**src/rtl/pipeline_hazard_ctrl.sv**
```systemverilog
// Hazard and sequencing controller for a 5-stage RV32I pipeline (F/D/E/M/W).
// Produces combinational stall/flush controls and EX operand-forwarding selects.
// Runs a two-state wait FSM for multi-cycle data-memory accesses, with a timeout
// abort and a sticky error flag, and keeps a saturating stall-cycle counter.
module pipeline_hazard_ctrl #(
  parameter int TIMEOUT = 16,
  parameter int CNT_W   = 16
) (
  input  logic             clk,
  input  logic             reset,
  input  logic [4:0]       Rs1D,
  input  logic [4:0]       Rs2D,
  input  logic [4:0]       Rs1E,
  input  logic [4:0]       Rs2E,
  input  logic [4:0]       RdE,
  input  logic [4:0]       RdM,
  input  logic [4:0]       RdW,
  input  logic             LoadE,
  input  logic             RegWriteM,
  input  logic             RegWriteW,
  input  logic             PCSrcE,
  input  logic             MemReqM,
  input  logic             MemReadyM,
  output logic             StallF,
  output logic             StallD,
  output logic             StallE,
  output logic             StallM,
  output logic             FlushD,
  output logic             FlushE,
  output logic             FlushW,
  output logic [1:0]       ForwardAE,
  output logic [1:0]       ForwardBE,
  output logic             MemBusy,
  output logic             TimeoutErr,
  output logic [CNT_W-1:0] StallCount
);

  // Wait counter only has to reach TIMEOUT-1.
  localparam int              WC_W    = $clog2(TIMEOUT);
  localparam logic [WC_W-1:0] WC_LAST = WC_W'(TIMEOUT - 1);
  localparam logic [WC_W-1:0] WC_ONE  = WC_W'(1);

  localparam logic [0:0] ST_IDLE = 1'b0;
  localparam logic [0:0] ST_WAIT = 1'b1;

  // Forwarding select encodings.
  localparam logic [1:0] FWD_RF = 2'b00;
  localparam logic [1:0] FWD_W  = 2'b01;
  localparam logic [1:0] FWD_M  = 2'b10;

  logic [0:0]       state_q, state_d;
  logic [WC_W-1:0]  waitcnt_q, waitcnt_d;
  logic             terr_q, terr_d;
  logic [CNT_W-1:0] scnt_q, scnt_d;

  logic             in_wait;
  logic             timeout_hit;
  logic             mem_pend;
  logic             mem_stall;
  logic             lw_hit;
  logic             lw_stall;
  logic             br_flush;
  logic             br_override;
  logic             cnt_en;
  logic [1:0]       fwd_a;
  logic [1:0]       fwd_b;

  // Forward from M when it writes the register, else from W, else regfile.
  // x0 is never forwarded since it always reads as zero.
  function automatic logic [1:0] fwd_sel(
    input logic [4:0] rs,
    input logic [4:0] rd_m,
    input logic       wr_m,
    input logic [4:0] rd_w,
    input logic       wr_w
  );
    if (wr_m && (rd_m != 5'd0) && (rd_m == rs)) begin
      return FWD_M;
    end else if (wr_w && (rd_w != 5'd0) && (rd_w == rs)) begin
      return FWD_W;
    end else begin
      return FWD_RF;
    end
  endfunction

  // Saturating increment: holds at all-ones instead of wrapping.
  function automatic logic [CNT_W-1:0] sat_inc(input logic [CNT_W-1:0] v);
    if (&v) begin
      return v;
    end else begin
      return v + CNT_W'(1);
    end
  endfunction

  // Hazard detection: memory wait, load-use and branch override decisions.
  always_comb begin
    in_wait     = (state_q == ST_WAIT);
    timeout_hit = in_wait && (waitcnt_q == WC_LAST);
    mem_pend    = MemReqM && !MemReadyM;
    // On the timeout cycle the stall is released so the pipeline can move on.
    mem_stall   = mem_pend && !timeout_hit;
    lw_hit      = LoadE && (RdE != 5'd0) && ((RdE == Rs1D) || (RdE == Rs2D));
    // A memory stall freezes everything; load-use and branch are re-evaluated later.
    lw_stall    = lw_hit && !mem_stall;
    br_flush    = PCSrcE && !mem_stall;
    // A taken branch squashes the dependent instruction, so no load-use stall.
    br_override = br_flush && lw_stall;
    cnt_en      = mem_stall || (lw_stall && !br_override);
    fwd_a       = fwd_sel(Rs1E, RdM, RegWriteM, RdW, RegWriteW);
    fwd_b       = fwd_sel(Rs2E, RdM, RegWriteM, RdW, RegWriteW);
  end

  // Output drive; everything is held low while reset is asserted.
  always_comb begin
    StallF     = reset && (mem_stall || (lw_stall && !br_override));
    StallD     = reset && (mem_stall || (lw_stall && !br_override));
    StallE     = reset && mem_stall;
    StallM     = reset && mem_stall;
    FlushD     = reset && br_flush;
    FlushE     = reset && (br_flush || lw_stall);
    // W gets a bubble while data is pending, including the aborting timeout cycle.
    FlushW     = reset && mem_pend;
    ForwardAE  = reset ? fwd_a : FWD_RF;
    ForwardBE  = reset ? fwd_b : FWD_RF;
    MemBusy    = reset && in_wait;
    TimeoutErr = reset && terr_q;
    StallCount = reset ? scnt_q : '0;
  end

  // Memory wait FSM next-state, wait counter and sticky timeout flag.
  always_comb begin
    state_d   = state_q;
    waitcnt_d = waitcnt_q;
    terr_d    = terr_q;
    case (state_q)
      ST_IDLE: begin
        if (mem_pend) begin
          state_d   = ST_WAIT;
          waitcnt_d = WC_ONE;
        end
      end
      ST_WAIT: begin
        // A dropped request ends the wait just like an acknowledge.
        if (MemReadyM || !MemReqM) begin
          state_d   = ST_IDLE;
          waitcnt_d = '0;
        end else if (timeout_hit) begin
          state_d   = ST_IDLE;
          waitcnt_d = '0;
          terr_d    = 1'b1;
        end else begin
          waitcnt_d = waitcnt_q + WC_ONE;
        end
      end
      default: begin
        state_d   = ST_IDLE;
        waitcnt_d = '0;
      end
    endcase
  end

  // Stall-cycle counter next value.
  always_comb begin
    scnt_d = scnt_q;
    if (cnt_en) begin
      scnt_d = sat_inc(scnt_q);
    end
  end

  // State registers; asynchronous reset drops any in-flight wait immediately.
  always_ff @(posedge clk or negedge reset) begin
    if (!reset) begin
      state_q   <= ST_IDLE;
      waitcnt_q <= '0;
      terr_q    <= 1'b0;
      scnt_q    <= '0;
    end else begin
      state_q   <= state_d;
      waitcnt_q <= waitcnt_d;
      terr_q    <= terr_d;
      scnt_q    <= scnt_d;
    end
  end

endmodule

```
**config.mk**
```make
export PLATFORM = sky130hd
export DESIGN_NAME = pipeline_hazard_ctrl
export DESIGN_NICKNAME = d
export VERILOG_FILES = /design/src/rtl/pipeline_hazard_ctrl.sv
export SDC_FILE = /design/constraint.sdc
export NUM_CORES = 1
export LEC_CHECK = 0
export ABC_CLOCK_PERIOD_IN_PS = 4700
export CORE_MARGIN = 2
export CORE_UTILIZATION = 46
export DETAILED_ROUTE_END_ITERATION = 8
export PLACE_DENSITY_LB_ADDON = 0.3
export SKIP_CTS_REPAIR_TIMING = 1
export SLEW_MARGIN = 20
export SYNTH_ARGS = -nofsm -noshare
export SYNTH_HDL_FRONTEND = slang
export SYNTH_SLANG_ARGS = --single-unit
export TNS_END_PERCENT = 100
```
**constraint.sdc**
```tcl
create_clock -name clk -period 4.7 [get_ports clk]
set_input_delay 1.41 -clock clk [delete_from_list [all_inputs] [get_ports clk]]
set_output_delay 1.41 -clock clk [all_outputs]
set_load 0.1 [all_outputs]
```
==> results of run 1 <==
-- cells by family after synthesis --
logic type,Yosys count,share of synthesized area
AO/OA/AOI/OAI,17,0.0685
XOR/XNOR,43,0.222
adder cells (fa/ha/maj),2,0.0147
buffers and inverters,7,0.0243
flip-flops,22,0.324
multiplexers,4,0.0258
AND/OR/NAND/NOR,86,0.321
-- registers in the layout, indices dropped and copies added, names as in the netlist --
| register | cells |
|---|---|
| scnt_q | 16 |
| terr_q | 1 |
| in_wait | 1 |
| waitcnt_q | 4 |
-- metrics by stage --
stage               setup slack, ps  hold WS (ps)  utilization  std cells
finish                         25.4           451        0.810        311
detailed placement            -30.8           437        0.790        307
global route                  -22.2           488        0.810        311
floorplan                     -47.5           420            -        181
CTS                           -39.9           455        0.810        311
global placement               37.9           434        0.790        307
-- cells in the mapped netlist (4+ instances only) --
library cell,number
nor3_1,4
xor2_1,26
o21ai_0,5
or4_1,5
and2_1,22
nor2_1,5
dfrtp_1,22
nand2_1,15
nor4_1,4
xnor2_1,17
nand4_1,4
nand3_1,9
-- worst min path at each step --
| stage | from | depth (start not counted) | slack [ps] | endpoint |
|---|---|---|---|---|
| global placement | terr_q | 1 | 430 | terr_q |
| finish | terr_q | 1 | 450 | terr_q |
| floorplan | terr_q | 1 | 420 | terr_q |
| CTS | terr_q | 1 | 450 | terr_q |
| detailed placement | terr_q | 1 | 440 | terr_q |
| global route | terr_q | 1 | 490 | terr_q |
-- layout make-up --
| class | count | area (µm²) | share of cell area |
|---|---|---|---|
| sequential | 22 | 551 | 0.189 |
| clock inverter | 1 | 30.0 | 0.0103 |
| tap | 48 | 60.1 | 0.0206 |
| inverter | 2 | 7.51 | 0.00257 |
| multi-input combinational | 152 | 1140 | 0.392 |
| clock buffer | 3 | 41.3 | 0.0141 |
| timing repair buffer | 83 | 1090 | 0.372 |
-- worst register-to-register path, cell delays in order, from the launching register on --
cell	delay, ps
dfrtp_1	420
ha_1	250
nand4_1	160
nand2_1	170
inv_1	80
a21oi_2	210
buf_4	260
a21oi_1	120
mux2_1	350
-- report_power, final --
group | total, mW | switching (mW) | internal [mW] | leakage (nW)
Sequential | 0.253 | 0.0362 | 0.217 | 0.294
Combinational | 0.363 | 0.208 | 0.155 | 0.931
Clock | 0.176 | 0.0626 | 0.114 | 0.0357
-- metal layers --
layer  part of all wire  up-vias  routed length [µm]
met2               0.55       74                2570
met3              0.059       19                 277
met4              0.030        0                 140
met5                  0        -                   0
li1                   -      797                   -
met1               0.37      775                1720
==> flow_metrics.env, run 1 <==
export IMPL_hp_class="flop to flop"
export IMPL_final_cell_area_um2=2920
export IMPL_viasPerCell=5.35
export IMPL_placed_area_um2=2850
export IMPL_ff2ff_setup_slack_ps=2570
export IMPL_r2r_end="scnt_q[1]"
export IMPL_slew_headroom=0.589
export IMPL_hold_viol=0
export IMPL_path_class="primary input to output pin"
export IMPL_gr_usage_met1=0.254
export IMPL_crit_fanout=3
export IMPL_clockBufferDepth=2
export IMPL_post_drt_wl_per_cell_um=15.1
export IMPL_final_common_cell="clkdlybuf4s50_1"
export IMPL_cts_buffers=3
export IMPL_busiest_layer="met2"
export IMPL_globalplace_congestion=0.949
export IMPL_fin_crit_sh=0.995
export IMPL_cts_root_buf="clkbuf_8"
export IMPL_cts_tree="done"
export IMPL_synth_edff_count=0
export IMPL_crit_chain="clkdlybuf4s50_1 -> or4_1 -> o21ai_1 -> nor4_1 -> nor4_4 -> buf_12"
export IMPL_clock_latency_ps=270
export IMPL_synth_top_area_share=0.324
export IMPL_dr_pass1_iters=4
export IMPL_final_antenna_net_count=0
export IMPL_synth_main_ff_cell="dfrtp_1"
export IMPL_p_total_mw=0.792
export IMPL_io_pins=72
export IMPL_period_needed_ps=4670
export IMPL_rows=22
export IMPL_drc=0
export IMPL_worst_pin_slew_ps=611
export IMPL_rsz0062_at_grt="true"
export IMPL_grt_usage=0.242
export IMPL_yosysWarnings=0
export IMPL_start_kind="primary input"
export IMPL_initial_core_util=0.471
export IMPL_reg2reg_from="waitcnt_q[0]"
export IMPL_ys_seq_area_frac=0.324
export IMPL_fillers=239
export IMPL_netlist_area_um2=1700
export IMPL_setup_violations=0
export IMPL_crit_slowest_cell="or4_1"
export IMPL_slew_violations=0
export IMPL_critPathTopFamily="simple AND/OR/NAND/NOR gates"
export IMPL_port_buffers=71
export IMPL_syn_num_nets=226
export IMPL_tns_ps=0
export IMPL_crit_buf_inv=2
export IMPL_grt_overflow_total=0
export IMPL_syn_to_final_growth_pct=71.9
export IMPL_grt_pass1_wl_um=7890
export IMPL_totalWireLength_um=4700
export IMPL_hpwl_um=3830
export IMPL_drv_cap=0
export IMPL_rr_worst_depth=8
export IMPL_vias=1665
export IMPL_async_flop_share=1.00
export IMPL_diodes=0
export IMPL_use_met2=0.468
export IMPL_die_w_um=64.8
export IMPL_nNetsFinal=309
export IMPL_startpoint="RdM[3]"
export IMPL_crit_arrival_ps=3260
export IMPL_irDropWorstVdd_v=0.000339
export IMPL_p_leak_nw=1.26
export IMPL_core_area_um2=3610
export IMPL_grt_max_degree=48
export IMPL_crit_cells=6
export IMPL_worstSetupEndpointType="output pin"
export IMPL_status="completed"
export IMPL_ys_ff_latch=22
export IMPL_endpoint="ForwardAE[0]"
export IMPL_powerDensity_nw_per_um2=271
export IMPL_slowest_delay_ps=490
export IMPL_clock_sinks=22
export IMPL_netlist_top_cells_area="dfrtp_1 32%, xor2_1 13%, xnor2_1 8.8%, and2_1 8.1%, nand2_1 3.3%"
export IMPL_drive_gt1_frac=0.236
export IMPL_postSynthAreaPerCell_um2=9.39
export IMPL_grt_pass1_vias=1783
export IMPL_die_area_um2=4200
export IMPL_h_tree_depth=1
export IMPL_use_met3=0.0451
export IMPL_finClkSkew_ps=9.52
export IMPL_cts_clk_slew_worst_paths_ps=70
export IMPL_antenna_found_initial=0
export IMPL_die_h_um=64.8
export IMPL_layout_common_cells="41 x clkdlybuf4s50_1, 29 x buf_12, 26 x xor2_1"
export IMPL_max_freq_mhz=214
export IMPL_syn_inst=181
export IMPL_yosys_area_top_type="dfrtp_1"
export IMPL_cp_required_ps=3290
export IMPL_dr_first_iter_drc_count=95
export IMPL_synth_cell_types=42
No activity file was read; power rests on OpenSTA's default activity.
==> inputs of run 2 (changes only) <==
- CTS_CLUSTER_DIAMETER: unset -> 40
==> results of run 2 <==
Final layout, timing and power as in run 1 (identical DEF).
